==> src/rtl/fpu_writeback_stage_if.sv <==
// Handshake/bus bundle between the EX/ID stages, the FPU writeback buffer and the register-file write port.
interface fpu_writeback_stage_if #(
    parameter int DATA_W = 32
);
    logic              fpu_sel;
    logic [3:0]        fpuOp;
    logic              fpu_inprogress;
    logic [4:0]        rd_in;
    logic [DATA_W-1:0] fpu_result;
    logic [4:0]        fflags_in;
    logic              flush;
    logic [4:0]        id_rs1;
    logic [4:0]        id_rs2;
    logic [4:0]        id_rs3;
    logic [2:0]        id_rs_fp;
    logic              wb_ready;
    logic              fflags_clr;
    logic              wb_valid;
    logic [4:0]        wb_rd;
    logic [DATA_W-1:0] wb_data;
    logic              wb_to_int;
    logic [4:0]        fflags_acc;
    logic              hazard_stall;
    logic              fpu_hold;

    modport master (
        output fpu_sel, fpuOp, fpu_inprogress, rd_in, fpu_result, fflags_in, flush,
               id_rs1, id_rs2, id_rs3, id_rs_fp, wb_ready, fflags_clr,
        input  wb_valid, wb_rd, wb_data, wb_to_int, fflags_acc, hazard_stall, fpu_hold
    );

    modport slave (
        input  fpu_sel, fpuOp, fpu_inprogress, rd_in, fpu_result, fflags_in, flush,
               id_rs1, id_rs2, id_rs3, id_rs_fp, wb_ready, fflags_clr,
        output wb_valid, wb_rd, wb_data, wb_to_int, fflags_acc, hazard_stall, fpu_hold
    );
endinterface

==> src/rtl/fpu_writeback_stage.sv <==
// FPU writeback stage: captures completed FPU results into a 2-entry in-order buffer, drains them to the
// FP/integer register file, flags RAW hazards against in-flight destinations and accumulates fcsr flags.
module fpu_writeback_stage #(
    parameter int          DATA_W        = 32,
    parameter logic [15:0] INT_DEST_MASK = 16'h00A0
) (
    input  logic                 clock,
    input  logic                 clear,
    fpu_writeback_stage_if.slave wb_bus
);
    typedef enum logic [0:0] {IDLE = 1'b0, BUSY = 1'b1} state_t;

    typedef struct packed {
        logic [4:0]        rd;
        logic [DATA_W-1:0] data;
        logic [4:0]        flags;
        logic              to_int;
    } entry_t;

    // An integer-file rd of x0 is never a real dependency.
    function automatic logic rs_hit(input logic [4:0] rs, input logic rs_fp,
                                    input logic [4:0] rd, input logic to_int);
        return (rs == rd) && (rs_fp != to_int) && !(to_int && (rd == 5'd0));
    endfunction

    function automatic logic dest_hit(input logic [4:0] rs1, input logic [4:0] rs2,
                                      input logic [4:0] rs3, input logic [2:0] fp,
                                      input logic [4:0] rd, input logic to_int);
        return rs_hit(rs1, fp[0], rd, to_int) | rs_hit(rs2, fp[1], rd, to_int) |
               rs_hit(rs3, fp[2], rd, to_int);
    endfunction

    state_t      state_r;
    state_t      state_s;
    logic        latch_s;
    logic [4:0]  busy_rd_r;
    logic        busy_int_r;
    logic [1:0]  count_r;
    entry_t      head_r;
    entry_t      tail_r;
    logic [4:0]  fflags_acc_r;
    logic        fpu_hold_s;
    logic        push_s;
    logic        pop_s;
    logic        hazard_s;
    entry_t      new_entry_s;

    // Hold, handshake qualifiers and the entry that a completion would push.
    always_comb begin
        fpu_hold_s  = (count_r == 2'd2) | ((count_r == 2'd1) & ~wb_bus.wb_ready);
        push_s      = wb_bus.fpu_sel & ~wb_bus.fpu_inprogress & ~wb_bus.flush & ~fpu_hold_s;
        pop_s       = (count_r != 2'd0) & wb_bus.wb_ready;
        new_entry_s = '{rd: wb_bus.rd_in, data: wb_bus.fpu_result, flags: wb_bus.fflags_in,
                        to_int: INT_DEST_MASK[wb_bus.fpuOp]};
    end

    // Next-state logic for the in-flight op tracker.
    always_comb begin
        state_s = state_r;
        latch_s = 1'b0;
        case (state_r)
            IDLE: begin
                if (wb_bus.fpu_sel & wb_bus.fpu_inprogress & ~wb_bus.flush) begin
                    state_s = BUSY;
                    latch_s = 1'b1;
                end else begin
                    state_s = IDLE;
                end
            end
            BUSY: begin
                if (push_s | wb_bus.flush) begin
                    state_s = IDLE;
                end else begin
                    state_s = BUSY;
                end
            end
            default: state_s = IDLE;
        endcase
    end

    // State register and latched in-flight destination.
    always_ff @(posedge clock or negedge clear) begin
        if (!clear) begin
            state_r    <= IDLE;
            busy_rd_r  <= 5'd0;
            busy_int_r <= 1'b0;
        end else begin
            state_r <= state_s;
            if (latch_s) begin
                busy_rd_r  <= wb_bus.rd_in;
                busy_int_r <= INT_DEST_MASK[wb_bus.fpuOp];
            end
        end
    end

    // Two-entry FIFO kept as a shift pair so the head is always the register driving wb_*.
    always_ff @(posedge clock or negedge clear) begin
        if (!clear) begin
            count_r <= 2'd0;
            head_r  <= '0;
            tail_r  <= '0;
        end else begin
            case ({push_s, pop_s})
                2'b11: begin
                    if (count_r == 2'd1) begin
                        head_r <= new_entry_s;
                    end else begin
                        head_r <= tail_r;
                        tail_r <= new_entry_s;
                    end
                end
                2'b01: begin
                    head_r  <= tail_r;
                    count_r <= count_r - 2'd1;
                end
                2'b10: begin
                    if (count_r == 2'd0) begin
                        head_r <= new_entry_s;
                    end else begin
                        tail_r <= new_entry_s;
                    end
                    count_r <= count_r + 2'd1;
                end
                default: count_r <= count_r;
            endcase
        end
    end

    // Sticky flags: a clear coinciding with a pop keeps only the popped entry's flags.
    always_ff @(posedge clock or negedge clear) begin
        if (!clear) begin
            fflags_acc_r <= 5'd0;
        end else if (pop_s) begin
            fflags_acc_r <= wb_bus.fflags_clr ? head_r.flags : (fflags_acc_r | head_r.flags);
        end else if (wb_bus.fflags_clr) begin
            fflags_acc_r <= 5'd0;
        end
    end

    // RAW hazard against the in-flight op and every buffered entry.
    always_comb begin
        hazard_s =
            ((state_r == BUSY) & dest_hit(wb_bus.id_rs1, wb_bus.id_rs2, wb_bus.id_rs3,
                                          wb_bus.id_rs_fp, busy_rd_r, busy_int_r)) |
            ((count_r != 2'd0) & dest_hit(wb_bus.id_rs1, wb_bus.id_rs2, wb_bus.id_rs3,
                                          wb_bus.id_rs_fp, head_r.rd, head_r.to_int)) |
            ((count_r == 2'd2) & dest_hit(wb_bus.id_rs1, wb_bus.id_rs2, wb_bus.id_rs3,
                                          wb_bus.id_rs_fp, tail_r.rd, tail_r.to_int));
    end

    assign wb_bus.wb_valid     = (count_r != 2'd0);
    assign wb_bus.wb_rd        = head_r.rd;
    assign wb_bus.wb_data      = head_r.data;
    assign wb_bus.wb_to_int    = head_r.to_int;
    assign wb_bus.fflags_acc   = fflags_acc_r;
    assign wb_bus.hazard_stall = hazard_s;
    assign wb_bus.fpu_hold     = fpu_hold_s;
endmodule
==> src/flat_wrapper.sv <==
// flat-port wrapper written by rule: the top's interface ports become plain ports
module fpu_writeback_stage_flat 
#(
    parameter int          DATA_W        = 32,
    parameter logic [15:0] INT_DEST_MASK = 16'h00A0
)
  (clock, clear, wb_bus_fpu_sel, wb_bus_fpuOp, wb_bus_fpu_inprogress, wb_bus_rd_in, wb_bus_fpu_result, wb_bus_fflags_in, wb_bus_flush, wb_bus_id_rs1, wb_bus_id_rs2, wb_bus_id_rs3, wb_bus_id_rs_fp, wb_bus_wb_ready, wb_bus_fflags_clr, wb_bus_wb_valid, wb_bus_wb_rd, wb_bus_wb_data, wb_bus_wb_to_int, wb_bus_fflags_acc, wb_bus_hazard_stall, wb_bus_fpu_hold);
  fpu_writeback_stage_if #(.DATA_W(DATA_W)) wb_bus_i ();
  input  logic clock;
  input  logic clear;
  input wire logic [$bits(wb_bus_i.fpu_sel)-1:0] wb_bus_fpu_sel;
  input wire logic [$bits(wb_bus_i.fpuOp)-1:0] wb_bus_fpuOp;
  input wire logic [$bits(wb_bus_i.fpu_inprogress)-1:0] wb_bus_fpu_inprogress;
  input wire logic [$bits(wb_bus_i.rd_in)-1:0] wb_bus_rd_in;
  input wire logic [$bits(wb_bus_i.fpu_result)-1:0] wb_bus_fpu_result;
  input wire logic [$bits(wb_bus_i.fflags_in)-1:0] wb_bus_fflags_in;
  input wire logic [$bits(wb_bus_i.flush)-1:0] wb_bus_flush;
  input wire logic [$bits(wb_bus_i.id_rs1)-1:0] wb_bus_id_rs1;
  input wire logic [$bits(wb_bus_i.id_rs2)-1:0] wb_bus_id_rs2;
  input wire logic [$bits(wb_bus_i.id_rs3)-1:0] wb_bus_id_rs3;
  input wire logic [$bits(wb_bus_i.id_rs_fp)-1:0] wb_bus_id_rs_fp;
  input wire logic [$bits(wb_bus_i.wb_ready)-1:0] wb_bus_wb_ready;
  input wire logic [$bits(wb_bus_i.fflags_clr)-1:0] wb_bus_fflags_clr;
  output wire logic [$bits(wb_bus_i.wb_valid)-1:0] wb_bus_wb_valid;
  output wire logic [$bits(wb_bus_i.wb_rd)-1:0] wb_bus_wb_rd;
  output wire logic [$bits(wb_bus_i.wb_data)-1:0] wb_bus_wb_data;
  output wire logic [$bits(wb_bus_i.wb_to_int)-1:0] wb_bus_wb_to_int;
  output wire logic [$bits(wb_bus_i.fflags_acc)-1:0] wb_bus_fflags_acc;
  output wire logic [$bits(wb_bus_i.hazard_stall)-1:0] wb_bus_hazard_stall;
  output wire logic [$bits(wb_bus_i.fpu_hold)-1:0] wb_bus_fpu_hold;
  assign wb_bus_i.fpu_sel = wb_bus_fpu_sel;
  assign wb_bus_i.fpuOp = wb_bus_fpuOp;
  assign wb_bus_i.fpu_inprogress = wb_bus_fpu_inprogress;
  assign wb_bus_i.rd_in = wb_bus_rd_in;
  assign wb_bus_i.fpu_result = wb_bus_fpu_result;
  assign wb_bus_i.fflags_in = wb_bus_fflags_in;
  assign wb_bus_i.flush = wb_bus_flush;
  assign wb_bus_i.id_rs1 = wb_bus_id_rs1;
  assign wb_bus_i.id_rs2 = wb_bus_id_rs2;
  assign wb_bus_i.id_rs3 = wb_bus_id_rs3;
  assign wb_bus_i.id_rs_fp = wb_bus_id_rs_fp;
  assign wb_bus_i.wb_ready = wb_bus_wb_ready;
  assign wb_bus_i.fflags_clr = wb_bus_fflags_clr;
  assign wb_bus_wb_valid = wb_bus_i.wb_valid;
  assign wb_bus_wb_rd = wb_bus_i.wb_rd;
  assign wb_bus_wb_data = wb_bus_i.wb_data;
  assign wb_bus_wb_to_int = wb_bus_i.wb_to_int;
  assign wb_bus_fflags_acc = wb_bus_i.fflags_acc;
  assign wb_bus_hazard_stall = wb_bus_i.hazard_stall;
  assign wb_bus_fpu_hold = wb_bus_i.fpu_hold;
  fpu_writeback_stage #(.DATA_W(DATA_W), .INT_DEST_MASK(INT_DEST_MASK)) u_core (.clock(clock), .clear(clear), .wb_bus(wb_bus_i));
endmodule
==> config.mk <==
export PLATFORM = sky130hd
export DESIGN_NAME = fpu_writeback_stage_flat
export DESIGN_NICKNAME = d
export VERILOG_FILES = /design/src/rtl/fpu_writeback_stage_if.sv /design/src/rtl/fpu_writeback_stage.sv /design/src/flat_wrapper.sv
export SDC_FILE = /design/constraint.sdc
export NUM_CORES = 1
export LEC_CHECK = 0
export ABC_AREA = 1
export CAP_MARGIN = 20
export CORE_ASPECT_RATIO = 0.9
export CORE_MARGIN = 1
export CORE_UTILIZATION = 35
export DETAILED_ROUTE_END_ITERATION = 10
export SLEW_MARGIN = 20
export SYNTH_ARGS = -nofsm -noshare
export SYNTH_HDL_FRONTEND = slang
export SYNTH_SLANG_ARGS = --single-unit
==> constraint.sdc <==
create_clock -name clock -period 7.1 [get_ports clock]
set_input_delay 0.71 -clock clock [delete_from_list [all_inputs] [get_ports clock]]
set_output_delay 0.71 -clock clock [all_outputs]
set_load 0.01 [all_outputs]
==> impl_metrics.env <==
export IMPL_status="finished clean"
export IMPL_synthCells=897
export IMPL_setup_worst_path_class="register to register"
export IMPL_synth_compound_area_share_pct=21.3
export IMPL_synthAdderAreaFrac_pct=1.21
export IMPL_slew_headroom_pct=39.5
export IMPL_fin_nets=1022
export IMPL_finalSetupViolCount=0
export IMPL_cpPeakStageDelay_ps=630
export IMPL_timing_rr_start="u_core.count_r[1]"
export IMPL_synth_xor_area_share_pct=0.423
export IMPL_cts_resized=0
export IMPL_routedWlPerCell_um=14.2
export IMPL_htreeDepth=3
export IMPL_yosysUniqueCellTypes=26
export IMPL_clock_path_buffers=2
export IMPL_grtUsageTotal_pct=19.4
export IMPL_synth_top_family_by_area="simple AND/OR/NAND/NOR gates"
export IMPL_worst_ep_arrival_time_ps=4240
export IMPL_period_share_pct=57.0
export IMPL_antenna_cells=0
export IMPL_hold_ws_ps=379
export IMPL_final_max_slew_viol_count=0
export IMPL_fillCellCount=1821
export IMPL_maxCapViolations=0
export IMPL_cts_sinks=100
export IMPL_swShare_pct=41.2
export IMPL_fin_worst_skew_ps=3.66
export IMPL_synth_nets=974
export IMPL_die_area_mm2=0.0183
export IMPL_numPortBuffers=115
export IMPL_holdBufCountCts=0
export IMPL_critPathMaxFanout=88
export IMPL_p_per_area_mw_per_mm2=403
export IMPL_place_congestion=0.945
export IMPL_path_clk_slew_ps=70
export IMPL_synth_avg_cell_area_um2=6.92
export IMPL_combPwrFrac_pct=46.6
export IMPL_cp_end_kind="register"
export IMPL_clk_insertion_delay_late_ps=350
export IMPL_drtPass1Iterations=5
export IMPL_cp_slowest_cell="inv_2"
export IMPL_ys_warn_count=0
export IMPL_vias=5800
export IMPL_rsz0062_at_grt="false"
export IMPL_final_antenna_net_count=0
export IMPL_yosys_register_bits=100
export IMPL_final_common_cell="nand2_1"
export IMPL_drc=0
export IMPL_reg2reg_depth=12
export IMPL_min_period_ps=4050
export IMPL_power_leakage_nw=3.45
export IMPL_rrSetupSlack_ps=3050
export IMPL_holdCritPathClass="input port to async pin"
export IMPL_rows=45
export IMPL_grt_pass1_vias=5312
export IMPL_postCtsSetupBuffers=0
export IMPL_dp_hpwl_um=11000
export IMPL_tritoncts="built"
export IMPL_synth_simple_area_share_pct=22.4
export IMPL_core_area_mm2=0.0171
export IMPL_ios=117
export IMPL_fin_setup_tns_ps=0
export IMPL_grt_pass1_wl_um=27800
export IMPL_antenna_found_initial=0
export IMPL_synthToLayoutAreaGrowth_pct=20.8
export IMPL_p_int_w=0.00177
export IMPL_drive_above_1_share_pct=2.74
export IMPL_timing_rr_end="u_core.tail_r[13]"
export IMPL_initial_core_util_pct=36.3
export IMPL_ir_drop_mv=0.155
export IMPL_startpoint_type="register"
export IMPL_seqPwrFrac_pct=35.5
export IMPL_numCtsBuffers=9
export IMPL_die_w_um=142
export IMPL_tightest_slew_ps=907
export IMPL_vias_per_cell=4.89
export IMPL_hold_violations=0
export IMPL_required_ps=7290
export IMPL_crit_chain="inv_1 > ha_2 > buf_4 > a21oi_1 > nand2_1 > inv_1 > ha_1 > inv_2 > mux2i_1 > o21ai_4 > buf_4 > o21ai_0"
export IMPL_die_h_um=128
export IMPL_fmaxAchievable_ghz=0.247
export IMPL_grt_ovfl_total=0
export IMPL_seq_area_mm2=0.00250
export IMPL_netSwitchingPower_w=0.00124
export IMPL_p_clk_share_pct=17.9
export IMPL_clockRootBuffer="clkbuf_16"
export IMPL_grt_max_degree=89
export IMPL_final_cell_mix="267 x nand2_1, 149 x o21ai_0, 114 x clkdlybuf4s50_1"
export IMPL_drt_total_wl_um=16800
export IMPL_yosysSeqAreaShare_pct=40.3
export IMPL_synthMuxAreaShare_pct=0.161
export IMPL_multi_input_area_mm2=0.00284
export IMPL_netlist_area_mm2=0.00620
export IMPL_drt_iter0_markers=465
synthesized netlist by cell type, drive strengths merged:
| master | instances | area [um^2] |
|---|---|---|
| nand2 | 267 | 1000 |
| nor3 | 2 | 10.0 |
| dfrtp | 100 | 2500 |
| mux2i | 1 | 10.0 |
| buf | 58 | 434 |
| xor2 | 2 | 17.5 |
| o22ai | 5 | 31.3 |
| o31ai | 1 | 7.51 |
| xnor2 | 1 | 8.76 |
| clkbuf | 25 | 93.8 |
| nand4 | 4 | 25.0 |
| o21a | 1 | 7.51 |
| a31oi | 43 | 269 |
| inv | 94 | 353 |
| ha | 6 | 75.1 |
| nor2 | 74 | 278 |
| a21oi | 44 | 220 |
| nand3b | 1 | 7.51 |
| o21ai | 155 | 787 |
| nand3 | 13 | 65.1 |
metal layers:
layer	global-route usage, %	up-vias	part of all wire, %
met2	28.8	174	42
met4	4.74	0	0.84
met5	0	-	0
met3	3.92	11	6.3
li1	-	2949	-
met1	28.6	2666	51
power by group through the flow:
stage / combinational (W) / clock [W] / sequential, W
floorplan: 0.00109 / 0 / 0.00101
global placement: 0.00139 / 0 / 0.00107
detailed placement: 0.00141 / 0 / 0.00108
finish: 0.00141 / 0.000540 / 0.00107
CTS: 0.00141 / 0.000557 / 0.00107
global route: 0.00160 / 0.000580 / 0.00111
layout make-up:
class	instances	share of cell area, %
timing repair buffer	120	15.8
inverter	94	4.71
clock inverter	4	0.969
tap	235	3.92
multi-input combinational	620	37.9
sequential	100	33.4
clock buffer	12	3.29
how the worst max path moves through the flow:
stage / startpoint / endpoint / slack, ps / cells past startpoint
3_5_place_dp: wb_bus_wb_ready / u_core.tail_r[13] / 3010 / 10
4_1_cts: u_core.count_r[1] / u_core.tail_r[13] / 3020 / 12
2_1_floorplan: wb_bus_wb_ready / u_core.tail_r[0] / 4780 / 11
6_report: u_core.count_r[1] / u_core.tail_r[13] / 3050 / 12
3_3_place_gp: wb_bus_wb_ready / u_core.tail_r[19] / 3100 / 10
5_1_grt: u_core.count_r[1] / u_core.tail_r[25] / 2650 / 12
worst max-delay path, delay by kind of cell (launching register included):
kind,cells,cell delay [ps]
simple gates,1,200
mux,1,240
compound gates,3,510
buf+inv,5,2070
fa+ha+maj,2,410
flops,1,400
logic make-up (layout without fill, tap and decap cells):
| kind of cell | Yosys count | in the layout |
|---|---|---|
| AOI/OAI and AO/OA | 249 | 249 |
| and+or+nand+nor | 361 | 361 |
| buffers and inverters | 177 | 230 |
| xor gates and xnor gates | 3 | 3 |
| adders and majority gates | 6 | 6 |
| muxes | 1 | 1 |
| DFF | 100 | 100 |
state kept, by name (all words and copies together) (netlist names):
name	cells
u_core.busy_int_r	1
u_core.state_r	1
u_core.busy_rd_r	5
u_core.head_r	5
u_core.wb_bus.wb_data	32
u_core.wb_bus.wb_rd	5
u_core.wb_bus.wb_to_int	1
u_core.count_r	2
u_core.tail_r	43
u_core.wb_bus.fflags_acc	5
per-stage QoR:
stage | utilization, % | std cells | power [W] | cell area, um^2 | worst slack [ps]
after detailed placement | 41.9 | 1169 | 0.00248 | 7170 | 3010
after global placement | 41.9 | 1169 | 0.00246 | 7170 | 3100
after CTS | 43.8 | 1185 | 0.00304 | 7490 | 3020
final | 43.8 | 1185 | 0.00302 | 7490 | 3050
after global routing | 43.8 | 1185 | 0.00329 | 7490 | 2650
after floorplan | - | 897 | 0.00209 | 6200 | 4780
Power figures use the tool's default switching activity.
